$ cat src/rtl/inst_queue_pkg.sv
// Shared definitions for the decoded-instruction queue: op classes, field widths
// and the packed entry layout (is_vec, type, name, rd, pc, imm from MSB to LSB).
package inst_queue_pkg;

    localparam int IQ_NAME_W  = 6;
    localparam int IQ_RD_W    = 5;
    localparam int IQ_XLEN    = 32;
    localparam int IQ_ENTRY_W = 78;

    typedef enum logic [1:0] {
        OP_ALU = 2'd0,
        OP_MEM = 2'd1,
        OP_BR  = 2'd2,
        OP_CSR = 2'd3
    } op_class_e;

    typedef struct packed {
        logic                 is_vec;
        op_class_e            op_type;
        logic [IQ_NAME_W-1:0] name;
        logic [IQ_RD_W-1:0]   rd;
        logic [IQ_XLEN-1:0]   pc;
        logic [IQ_XLEN-1:0]   imm;
    } iq_entry_t;

endpackage

$ cat src/rtl/inst_queue_ram.sv
// Entry storage for inst_queue: one synchronous write port, one asynchronous read port.
// Contents are intentionally not reset.
module inst_queue_ram #(
    parameter int DEPTH  = 16,
    parameter int ADDR_W = 4,
    parameter int DATA_W = 78
) (
    input  logic              clk,
    input  logic              we_i,
    input  logic [ADDR_W-1:0] waddr_i,
    input  logic [DATA_W-1:0] wdata_i,
    input  logic [ADDR_W-1:0] raddr_i,
    output logic [DATA_W-1:0] rdata_o
);

    logic [DATA_W-1:0] mem [DEPTH];

    always_ff @(posedge clk) begin
        if (we_i) begin
            mem[waddr_i] <= wdata_i;
        end
    end

    assign rdata_o = mem[raddr_i];

endmodule

$ cat src/rtl/inst_queue.sv
// Decoded-instruction FIFO feeding the Forward stage, with branch-redirect flush.
// Optional same-cycle empty-queue bypass is enabled by defining IQUEUE_BYPASS_EN.
module inst_queue
    import inst_queue_pkg::*;
#(
    parameter int DEPTH  = 16,
    parameter int ADDR_W = 4
) (
    input  logic              clk,
    input  logic              rst,
    input  logic              rdy,
    input  logic              flush,
    input  logic              push,
    input  logic              in_is_vec,
    input  logic [1:0]        in_type,
    input  logic [5:0]        in_name,
    input  logic [4:0]        in_rd,
    input  logic [31:0]       in_pc,
    input  logic [31:0]       in_imm,
    output logic              full,
    output logic [ADDR_W:0]   count,
    input  logic              ins_rdy,
    output logic              issue_rdy,
    output logic              is_vec,
    output logic [1:0]        op_type,
    output logic [5:0]        name,
    output logic [4:0]        rd,
    output logic [31:0]       pc,
    output logic [31:0]       imm
);

    localparam logic [ADDR_W:0] FULL_CNT = (ADDR_W+1)'(DEPTH);

    logic [ADDR_W-1:0] head_q, head_d;
    logic [ADDR_W-1:0] tail_q, tail_d;
    logic [ADDR_W:0]   count_q, count_d;
    logic              full_q, full_d;

    iq_entry_t in_entry, head_entry, out_entry;
    logic      not_empty, pop, accept, bypass;

    assign in_entry = '{is_vec:  in_is_vec,
                        op_type: op_class_e'(in_type),
                        name:    in_name,
                        rd:      in_rd,
                        pc:      in_pc,
                        imm:     in_imm};

    assign not_empty = (count_q != '0);
    assign pop       = rdy & ~flush & ins_rdy & not_empty;

`ifdef IQUEUE_BYPASS_EN
    // An op arriving at an empty queue while Forward is ready skips storage entirely.
    assign bypass    = rdy & ~flush & push & ins_rdy & ~not_empty;
    assign out_entry = bypass ? in_entry : head_entry;
`else
    assign bypass    = 1'b0;
    assign out_entry = head_entry;
`endif

    assign accept    = rdy & push & ~full_q & ~flush & ~bypass;
    assign issue_rdy = pop | bypass;

    inst_queue_ram #(
        .DEPTH  (DEPTH),
        .ADDR_W (ADDR_W),
        .DATA_W (IQ_ENTRY_W)
    ) u_ram (
        .clk     (clk),
        .we_i    (accept),
        .waddr_i (tail_q),
        .wdata_i (in_entry),
        .raddr_i (head_q),
        .rdata_o (head_entry)
    );

    always_comb begin
        head_d  = head_q;
        tail_d  = tail_q;
        count_d = count_q;
        full_d  = full_q;
        if (rdy) begin
            if (flush) begin
                head_d  = '0;
                tail_d  = '0;
                count_d = '0;
                full_d  = 1'b0;
            end else begin
                if (pop) begin
                    head_d = head_q + ADDR_W'(1);
                end
                if (accept) begin
                    tail_d = tail_q + ADDR_W'(1);
                end
                count_d = count_q + (ADDR_W+1)'(accept) - (ADDR_W+1)'(pop);
                full_d  = (count_d == FULL_CNT);
            end
        end
    end

    always_ff @(posedge clk or negedge rst) begin
        if (!rst) begin
            head_q  <= '0;
            tail_q  <= '0;
            count_q <= '0;
            full_q  <= 1'b0;
        end else begin
            head_q  <= head_d;
            tail_q  <= tail_d;
            count_q <= count_d;
            full_q  <= full_d;
        end
    end

    assign full    = full_q;
    assign count   = count_q;
    assign is_vec  = out_entry.is_vec;
    assign op_type = out_entry.op_type;
    assign name    = out_entry.name;
    assign rd      = out_entry.rd;
    assign pc      = out_entry.pc;
    assign imm     = out_entry.imm;

endmodule

$ cat config.mk
export PLATFORM = sky130hd
export DESIGN_NAME = inst_queue
export DESIGN_NICKNAME = d
export VERILOG_FILES = /design/src/rtl/inst_queue_pkg.sv /design/src/rtl/inst_queue_ram.sv /design/src/rtl/inst_queue.sv
export SDC_FILE = /design/constraint.sdc
export NUM_CORES = 1
export LEC_CHECK = 0
export BUFFER_PORTS_ARGS = -buffer_cell sky130_fd_sc_hd__clkbuf_2
export CAP_MARGIN = 10
export CORE_ASPECT_RATIO = 1.75
export CORE_MARGIN = 5
export CORE_UTILIZATION = 55
export CTS_BUF_LIST = sky130_fd_sc_hd__clkbuf_16
export CTS_CLUSTER_SIZE = 30
export DETAILED_ROUTE_END_ITERATION = 6
export GPL_TIMING_DRIVEN = 0
export PLACE_DENSITY_LB_ADDON = 0.3
export SYNTH_ARGS = -nofsm -noshare
export SYNTH_HDL_FRONTEND = slang
export SYNTH_HIERARCHICAL = 1
export SYNTH_SLANG_ARGS = --single-unit
$ cat constraint.sdc
create_clock -name clk -period 7.45 [get_ports clk]
set_input_delay 0.745 -clock clk [delete_from_list [all_inputs] [get_ports clk]]
set_output_delay 0.745 -clock clk [all_outputs]
set_load 0.005 [all_outputs]
==> results.sh <==
export IMPL_drive_gt1_share_pct=32.1
export IMPL_io_buffers=168
export IMPL_fin_crit_sh_pct=62.8
export IMPL_clock_sinks=1262
export IMPL_hold_ws_ns=0.432
export IMPL_cts_root_buf="clkbuf_16"
export IMPL_maxSlewViolCount=0
export IMPL_wirelength_mm=112
export IMPL_dp_worst_setup_slack_ns=3.50
export IMPL_grt_first_pass_wirelength_mm=164
export IMPL_via_per_inst=6.35
export IMPL_hold_violations=0
export IMPL_wl_per_cell_um=30.6
export IMPL_htreeDepth=3
export IMPL_setup_ws_ns=2.77
export IMPL_required_ns=6.70
export IMPL_ios=169
export IMPL_routed_via_count=23100
export IMPL_fin_util_pct=63.9
export IMPL_fin_tns_setup_ns=0
export IMPL_tritoncts="yes"
export IMPL_synthToLayoutAreaGrowth_pct=15.9
export IMPL_routabilityCongestion=0.767
export IMPL_ant_nets=0
export IMPL_die_w_um=233
export IMPL_synth_top_family_by_area="multiplexers"
export IMPL_synth_compound_area_share_pct=2.79
export IMPL_worst_slew_pin_slew_ns=1.04
export IMPL_cp_start_kind="register"
export IMPL_crit_path_start="head_q[2]$_DFFE_PN0P_"
export IMPL_synth_edff_count=1248
export IMPL_drt_pass1_iter_count=7
export IMPL_regArea_mm2=0.0378
export IMPL_ys_seq_elements=1262
export IMPL_syn_inst=2027
export IMPL_outcome="finished, final reports clean"
export IMPL_r2r_start="count[3]$_DFFE_PN0P_"
export IMPL_rows=143
export IMPL_ys_seq_area_share_pct=79.4
export IMPL_min_period_ns=4.68
export IMPL_yosysTopAreaCellShare_pct=78.6
export IMPL_critPathKind="reg -> out"
export IMPL_drtIter0Drc=2502
export IMPL_multi_input_area_mm2=0.00929
export IMPL_nets=2479
export IMPL_die_y_um=399
export IMPL_finClkSkew_ns=0.0308
export IMPL_worst_hold_path_type="in -> reg"
export IMPL_rsz0062_at_grt="no"
export IMPL_synth_distinct_cells=43
export IMPL_clockBufferDepth=3
export IMPL_die_area_mm2=0.0929
export IMPL_synthFlopType="edfxtp_1"
export IMPL_ir_drop_uv=202
export IMPL_cap_viol_max_count=0
export IMPL_hpwl_mm=71.6
export IMPL_min_from="in_rd[4]"
export IMPL_synth_xor_area_share_pct=0.0840
export IMPL_syn_area_mm2=0.0477
export IMPL_fillers=5550
export IMPL_synthSimpleGateAreaFrac_pct=1.29
export IMPL_yosysTopAreaCell="edfxtp_1"
export IMPL_synth_adder_area_share_pct=0.252
export IMPL_cts_made_buffers=104
export IMPL_antenna_found_initial=12
export IMPL_cts_resized_gates=0
export IMPL_clock_latency_ns=0.71
export IMPL_grt_pass1_vias=24700
export IMPL_start_util_pct=55.2
export IMPL_clk_pin_slew_ns=0.07
export IMPL_relSlewSlack_pct=30.6
export IMPL_fmax_ghz=0.214
export IMPL_grt_usage_pct=24.5
export IMPL_leakage_nw=17.6
export IMPL_syn_avg_cell_area_um2=23.5
export IMPL_grt_max_degree=24
export IMPL_synth_warnings=6
export IMPL_synthMuxAreaShare_pct=14.8
export IMPL_core_mm2=0.0864
export IMPL_power_density_mw_per_mm2=322
export IMPL_path_max_fanout=10
export IMPL_drc=0
export IMPL_synthTopCellsByArea="edfxtp_1 (79%), mux4_2 (15%), a22oi_1 (2.5%), dfrtp_1 (0.73%), nand2_1 (0.65%)"
export IMPL_syn_num_nets=2120
export IMPL_synth_most_common_cell="edfxtp_1"
export IMPL_async_flop_share_pct=1.11
export IMPL_crit_arrival_ns=3.93
export IMPL_grt_overflow=0
export IMPL_end_kind="output pin"
export IMPL_setup_viol=0
export IMPL_postCtsSetupBuffers=0
export IMPL_synth_common_cells="edfxtp_1 (1,248), mux4_2 (308), a22oi_1 (157)"
per-stage QoR:
step | cells | total power, mW | area (µm²)
6_report | 3643 | 17.8 | 55300
5_1_grt | 3637 | 18.4 | 55200
4_1_cts | 3636 | 17.9 | 55200
2_1_floorplan | 2027 | 10.8 | 47700
3_5_place_dp | 3439 | 12.3 | 51700
3_3_place_gp | 3355 | 12.2 | 50000
report_power, final:
group          total (mW)  switching, mW  internal (mW)
logic                4.11           2.18           1.93
clock network        5.69           2.47           3.21
registers            7.98         0.0636           7.92
kinds of logic after synthesis:
| logic type | after synthesis |
|---|---|
| and+or+nand+nor | 135 |
| muxes | 315 |
| xor gates and xnor gates | 3 |
| buffers and inverters | 123 |
| adders and majority gates | 9 |
| AOI/OAI and AO/OA | 180 |
| DFF | 1262 |
state kept, by name (all words and copies together), names as in the netlist:
register   flops
u_ram/mem   1248
count          5
head_q         4
full           1
tail_q         4
metal layers:
layer	global-route usage [%]	vias to the layer above	share of wire, %
li1	-	9423	-
met5	0	-	0.025
met1	32.1	12400	36
met3	5.49	198	8.7
met2	41.9	1154	53
met4	6.71	6	2.6
critical path: stages (launching register included):
cell,delay [ns]
dfrtp_1,0.50
nor2_1,0.84
clkbuf_1,0.60
clkbuf_1,0.62
a22oi_1,0.23
nand2_1,0.27
clkbuf_2,0.17
cells in the final DEF, fill, tap and decap left out, drive strengths merged, types with 2 or more instances in the layout:
cell type  synthesis  routed
o22ai             10      10
and3               3       3
and2               2       2
clkinvlp           0       6
ha                 8       8
o21ai              2       2
bufinv             0      16
edfxtp          1248    1248
nand2             83      83
nand3b             2       2
nor2b              9       9
mux4             312     312
a21oi              5       5
diode              0       7
xnor2              2       2
nor2              15      15
buf               65     149
mux2i              3       3
clkinv             0      43
a31oi              2       2
nand3              3       3
a22oi            157     157
clkbuf            43     320
inv               15      37
dfrtp             14      14
nor3               5       5
nand2b             5       5
layout make-up:
| cell class | count | area share [%] |
|---|---|---|
| clock buffer | 109 | 4.94 |
| buffer | 108 | 1.10 |
| timing repair buffer | 253 | 4.40 |
| tap | 1160 | 2.63 |
| inverter | 15 | 0.102 |
| clock inverter | 87 | 1.53 |
| antenna | 7 | 0.0317 |
| sequential | 1262 | 68.5 |
| multi-input combinational | 642 | 16.8 |
final timing paths:
check	to	slack, ns	cells after the start
worst max-delay path	pc[26]	2.77	6
worst min-delay path	u_ram/mem[8][68]$_DFFE_PP_	0.43	1
worst max register to register	count[4]$_DFFE_PN0P_	3.82	13
worst min register to register	head_q[1]$_DFFE_PN0P_	0.61	2
max in group asynchronous	count[4]$_DFFE_PN0P_	6.67	2
min in group asynchronous	count[3]$_DFFE_PN0P_	0.50	2
repair_timing:
action	in CTS	in global routing
endpoints found under the hold margin	14	0
setup endpoints to repair	0	0
hold buffers	1	0
Power figures use the tool's default switching activity.
